<file path="config.mk">
export PLATFORM = sky130hd
export DESIGN_NAME = riscv_regfile_mp
export DESIGN_NICKNAME = d
export VERILOG_FILES = /design/src/rtl/riscv_regfile_mp.sv
export SDC_FILE = /design/constraint.sdc
export NUM_CORES = 2
export LEC_CHECK = 0
export BUFFER_PORTS_ARGS = -buffer_cell sky130_fd_sc_hd__buf_2
export CAP_MARGIN = 20
export CELL_PAD_IN_SITES_DETAIL_PLACEMENT = 1
export CELL_PAD_IN_SITES_GLOBAL_PLACEMENT = 2
export CORE_MARGIN = 1
export CORE_UTILIZATION = 47
export DETAILED_ROUTE_END_ITERATION = 10
export PLACE_DENSITY_LB_ADDON = 0.1
export REMOVE_ABC_BUFFERS = 1
export SYNTH_ARGS = -nofsm -noshare
export SYNTH_HDL_FRONTEND = slang
export SYNTH_SLANG_ARGS = --single-unit
</file>
<file path="constraint.sdc">
create_clock -name clk -period 3.4 [get_ports clk]
set_input_delay 0.17 -clock clk [delete_from_list [all_inputs] [get_ports clk]]
set_output_delay 0.17 -clock clk [all_outputs]
set_load 0.02 [all_outputs]
</file>
<file path="src/rtl/riscv_regfile_mp.sv">
`default_nettype none
// ============================================================================
// riscv_regfile_mp : RISC-V integer register file with NRD combinational read
// ports, post-reset clear sweep and pending-write scoreboard.
// Optional macro RISCV_RF_BYPASS_EN enables write-to-read forwarding.
// Rev 1.0
// ============================================================================
module riscv_regfile_mp #(
  parameter int XLEN  = 32,
  parameter int NREGS = 32,
  parameter int NRD   = 2,
  parameter int AW    = $clog2(NREGS)
) (
  input  logic                clk,
  input  logic                reset,
  output logic                rf_ready_o,
  input  logic                rf_wr_en_i,
  input  logic [AW-1:0]       rf_wr_addr_i,
  input  logic [XLEN-1:0]     rf_wr_data_i,
  input  logic [NRD*AW-1:0]   rf_rd_addr_i,
  output logic [NRD*XLEN-1:0] rf_rd_data_o,
  output logic [NRD-1:0]      rf_rd_busy_o,
  input  logic                sb_set_en_i,
  input  logic [AW-1:0]       sb_set_addr_i
);

  localparam logic [0:0]    C_CLEAR = 1'b0;
  localparam logic [0:0]    C_RUN   = 1'b1;
  localparam logic [AW-1:0] C_LAST  = AW'(NREGS - 1);

  logic [0:0]       state_q, state_d;
  logic [AW-1:0]    cnt_q, cnt_d;
  logic [NREGS-1:0] pend_q, pend_d;
  logic [XLEN-1:0]  mem_q [NREGS];
  logic [XLEN-1:0]  mem_d [NREGS];

  logic w_run;
  logic w_wr_acc;
  logic w_set_acc;

  assign w_run      = (state_q == C_RUN);
  assign w_wr_acc   = w_run && rf_wr_en_i && (rf_wr_addr_i != '0);
  assign w_set_acc  = w_run && sb_set_en_i && (sb_set_addr_i != '0);
  assign rf_ready_o = w_run;

  always_comb begin
    state_d = state_q;
    cnt_d   = cnt_q;
    if (state_q == C_CLEAR) begin
      cnt_d = cnt_q + 1'b1;
      if (cnt_q == C_LAST) begin
        state_d = C_RUN;
      end
    end
  end

  // Set is applied after clear so a re-issue in the writeback cycle stays pending.
  always_comb begin
    pend_d = pend_q;
    if (w_wr_acc) begin
      pend_d[rf_wr_addr_i] = 1'b0;
    end
    if (w_set_acc) begin
      pend_d[sb_set_addr_i] = 1'b1;
    end
    if (!w_run) begin
      pend_d = '0;
    end
    pend_d[0] = 1'b0;
  end

  always_comb begin
    mem_d = mem_q;
    if (!w_run) begin
      mem_d[cnt_q] = '0;
    end else if (w_wr_acc) begin
      mem_d[rf_wr_addr_i] = rf_wr_data_i;
    end
  end

  always_ff @(posedge clk or posedge reset) begin
    if (reset) begin
      state_q <= C_CLEAR;
      cnt_q   <= AW'(1);
      pend_q  <= '0;
    end else begin
      state_q <= state_d;
      cnt_q   <= cnt_d;
      pend_q  <= pend_d;
    end
  end

  // Storage carries no reset; the sweep zeroes it while reads are masked.
  always_ff @(posedge clk) begin
    mem_q <= mem_d;
  end

  generate
    for (genvar k = 0; k < NRD; k++) begin : g_rd
      logic [AW-1:0]   w_addr;
      logic [XLEN-1:0] w_data;
      logic            w_busy;
      logic            w_fwd;

      assign w_addr = rf_rd_addr_i[k*AW +: AW];
`ifdef RISCV_RF_BYPASS_EN
      assign w_fwd = w_wr_acc && (rf_wr_addr_i == w_addr);
`else
      assign w_fwd = 1'b0;
`endif

      always_comb begin
        w_data = '0;
        w_busy = 1'b0;
        if (w_run) begin
          if (w_fwd) begin
            w_data = rf_wr_data_i;
            w_busy = w_set_acc && (sb_set_addr_i == w_addr);
          end else begin
            if (w_addr != '0) begin
              w_data = mem_q[w_addr];
            end
            w_busy = pend_q[w_addr];
          end
        end
      end

      assign rf_rd_data_o[k*XLEN +: XLEN] = w_data;
      assign rf_rd_busy_o[k]              = w_busy;
    end
  endgenerate

endmodule
`default_nettype wire
</file>
==> flow_summary.json <==
{
  "post_route_cells_drive_above_1_share": 0.282,
  "synthFlopType": "edfxtp_1",
  "stdcell_area_sq_um": 68700,
  "most_common_cell_after_layout_fill_and_taps_aside": "edfxtp_1",
  "nets": 4251,
  "critical_path.endpoint_type": "output port",
  "clock_sinks": 1061,
  "power_frac_clock": 0.449,
  "synth.yosys.seq_area_share": 0.527,
  "internal-power_uw": 23600,
  "clock_insertion_delay_worst_skew_ns": 0.78,
  "sequence_of_cells_on_the_critical_path": "buf_4 -> nand3b_1 -> buf_4 -> o22a_1 -> o221ai_1 -> buf_2",
  "dieHeight_um": 360,
  "synthesis.area_per_instance_sq_um": 14.5,
  "grt-ovfl-total": 0,
  "std_cell_rows": 130,
  "detailed_routing_iterations_pass_1": 6,
  "pwr-share-seq": 0.462,
  "cts.path.max_buffers": 3,
  "first_iter_violations": 6709,
  "fp.dieW_um": 360,
  "cts_root_buffer": "clkbuf_16",
  "portBuffers": 122,
  "clk_pin_slew_worst_paths_ns": 0.06,
  "setup_viol": 2,
  "number_of_clock_buffers_inserted_by_tritoncts": 130,
  "htree_levels": 4,
  "worst_clock_skew_ns": 0.0232,
  "layout_worst_path_cycle_share": 1.01,
  "most-common-layout-cells": "1024 x edfxtp_1, 704 x a22o_1, 526 x mux4_2",
  "hold_class": "in -> reg",
  "post_cts.repair.setup_buffers": 0,
  "critical_path.max_fanout": 21,
  "avgRoutedWirePerCell_um": 42.9,
  "synth-edff-count": 1024,
  "timing.final.crit_period_ns": 3.42,
  "global_route_usage_over_all_layers": 0.392,
  "final-max-slew-violation-count": 0,
  "first_pass_grt_wire_length_mm": 360,
  "run_status": "complete, but fails checks",
  "cp_data_arrival_time_ns": 3.25,
  "unrepaired_setup_endpoints_after_global_routing": "false",
  "worst_path_largest_cell_delay_ns": 0.51,
  "nFillCells": 11900,
  "cts_tree": "done",
  "max_freq_ghz": 0.292,
  "synth.top_cell.area_share": 0.512,
  "ys_ff_latch": 1061,
  "totalWireLength_mm": 255,
  "powerDensity_nw_per_um2": 457,
  "die_area_sq_um": 129000,
  "synth_top_cell_by_area": "edfxtp_1",
  "failed_checks": "setup timing",
  "core-area_sq_um": 126000,
  "postSynthCellCount": 4138,
  "multi_input_comb_area_sq_um": 27400,
  "number_of_global_route_vias_before_repair": 45700,
  "detailed_place_hpwl_mm": 153,
  "post_drt_via_cell_ratio": 7.79,
  "grt_antenna_before_repair": 9,
  "routabilityCongestion": 0.876,
  "hold_violations": 0,
  "cp_common_cell": "buf_4",
  "drc": 0,
  "synth_warnings": 0,
  "pwr-share-comb": 0.089,
  "maxCapViolCount": 0,
  "relSlewSlack": 0.229,
  "slowest_stage": "dfrtp_4",
  "layout.core_utilization": 0.544,
  "critical_path.top_delay_family": "buffers and inverters",
  "postSynth.asyncResetShare": 0.0349,
  "vdd_drop_max_mv": 0.557,
  "timing.critical_path.from_type": "flip-flop",
  "grt_max_degree": 79,
  "initial_utilization": 0.476,
  "yosys-top-cells-area": "edfxtp_1 51%, mux4_2 20%, a22o_1 10%, mux2i_1 4.2%, o21ai_0 2.8%",
  "cp_data_required_time_ns": 3.23,
  "ant_nets": 0,
  "final-seq-area_sq_um": 31700,
  "vias": 46300,
  "power.share.switching": 0.249,
  "criticalPathCategory": "reg -> out",
  "top_level_ports": 123,
  "synth.cell_area_sq_um": 60100,
  "ys_types": 54,
  "post-place-ws_ns": 0.603,
  "placedInstanceArea_sq_um": 64300,
  "netSwitchingPower_uw": 7830,
  "worst_slew_pin_slew_ns": 1.16,
  "setup_ws_ns": -0.0240,
  "layout-area-overhead-vs-synth_pct": 14.3,
  "worst-path-buf-inv": 3,
  "leakage_uw": 0.0201
}
final timing paths:
path                       slack (ns)                     to                 start  cells after the start
setup / recovery                -0.02       rf_rd_data_o[12]  rf_ready_o$_DFF_PP0_                      6
hold / removal                   0.09   pend_q[20]$_DFF_PP0_       rf_wr_addr_i[1]                      5
setup reg to reg                 0.51  mem_q[1019]$_DFFE_PP_  rf_ready_o$_DFF_PP0_                      4
hold reg to reg                  0.52   cnt_q[0]$_DFFE_PP1N_  cnt_q[0]$_DFFE_PP1N_                      1
max in group asynchronous        2.45   pend_q[24]$_DFF_PP0_                 reset                      4
min in group asynchronous        0.11   pend_q[11]$_DFF_PP0_                 reset                      3
worst reg2reg max path, cell delays in order (launching register included):
cell     delay [ns]
dfrtp_4        0.45
buf_12         0.49
buf_4          0.77
nand2_1        0.62
o21ai_0        0.37
state kept, by name, summed over array words and instances (netlist names):
name / cells
pend_q: 31
mem_q: 1024
rf_ready_o: 1
cnt_q: 5
Yosys cell counts (3+ instances only):
cell type and n:
a31oi_1 17, a21oi_1 25, a211oi_1 3, buf_6 4, mux2i_1 254, buf_1 24, a22o_1 704, a2bb2o_1 3
nor2b_1 14, nand2_1 386, nor3b_1 3, ha_1 5, o221ai_1 61, buf_2 82, o21ai_0 342, mux2_2 10
clkbuf_1 341, nand3b_1 6, dfrtp_1 36, nor2_1 33, and3_1 6, o22ai_1 17, and2_0 33, edfxtp_1 1024
buf_4 19, o22a_1 61, mux4_2 526, xnor2_1 3, o31ai_1 15, nand2b_1 7, or2_2 5, or3_1 3
nand3_1 8, nor3_1 5, inv_1 28
area by class of cell:
class | count | share of cell area
clock buffers | 170 | 0.0534
inverters | 29 | 0.00158
multi-input cells | 2578 | 0.398
well taps | 1650 | 0.0301
repair buffers | 390 | 0.0477
clock inverters | 63 | 0.00774
flip-flops and latches | 1061 | 0.461
diodes | 4 | 0.000146
routing by layer:
layer  vias to the layer above  wire, um  track usage
li1                      17400         -            -
met1                     24400     97200        0.550
met2                      3775    111000        0.568
met3                       694     35900        0.120
met4                        10     11400        0.158
met5                         -        62            0
kinds of logic (layout without fill, tap and decap cells):
family          count (synthesis)  after routing  share of synthesized area
flops                        1061           1061                      0.527
compound gates               1263           1263                      0.159
buf+inv                       499            652                     0.0346
xor+xnor                        3              3                   0.000437
other cells                     0              4                          0
mux                           790            790                      0.241
simple gates                  517            517                     0.0364
fa+ha+maj                       5              5                    0.00104
through the flow:
step | TNS [ns] | std cells | hold slack [ns] | total power [uW]
6_report | -0.0247 | 5945 | 0.0933 | 31400
5_1_grt | 0 | 5941 | 0.0990 | 32000
4_1_cts | 0 | 5941 | 0.0461 | 31400
3_5_place_dp | 0 | 5696 | 0.384 | 17400
3_3_place_gp | 0 | 5696 | 0.378 | 17400
2_1_floorplan | -2639.44 | 3668 | 0.284 | 15900
what timing repair did:
action	in CTS	in global routing
hold buffers	12	0
hold endpoints to repair	48	0
gates resized for setup	1	5
endpoints found under the setup margin	5	5
pin swaps	0	0
power groups by stage:
| stage | Clock [uW] | Sequential (uW) | Combinational, uW |
|---|---|---|---|
| floorplan | 0 | 14700 | 1150 |
| global placement | 0 | 14700 | 2660 |
| detailed placement | 0 | 14800 | 2680 |
| CTS | 14200 | 14500 | 2710 |
| global route | 14700 | 14500 | 2840 |
| finish | 14100 | 14500 | 2800 |
Power figures use the tool's default switching activity.
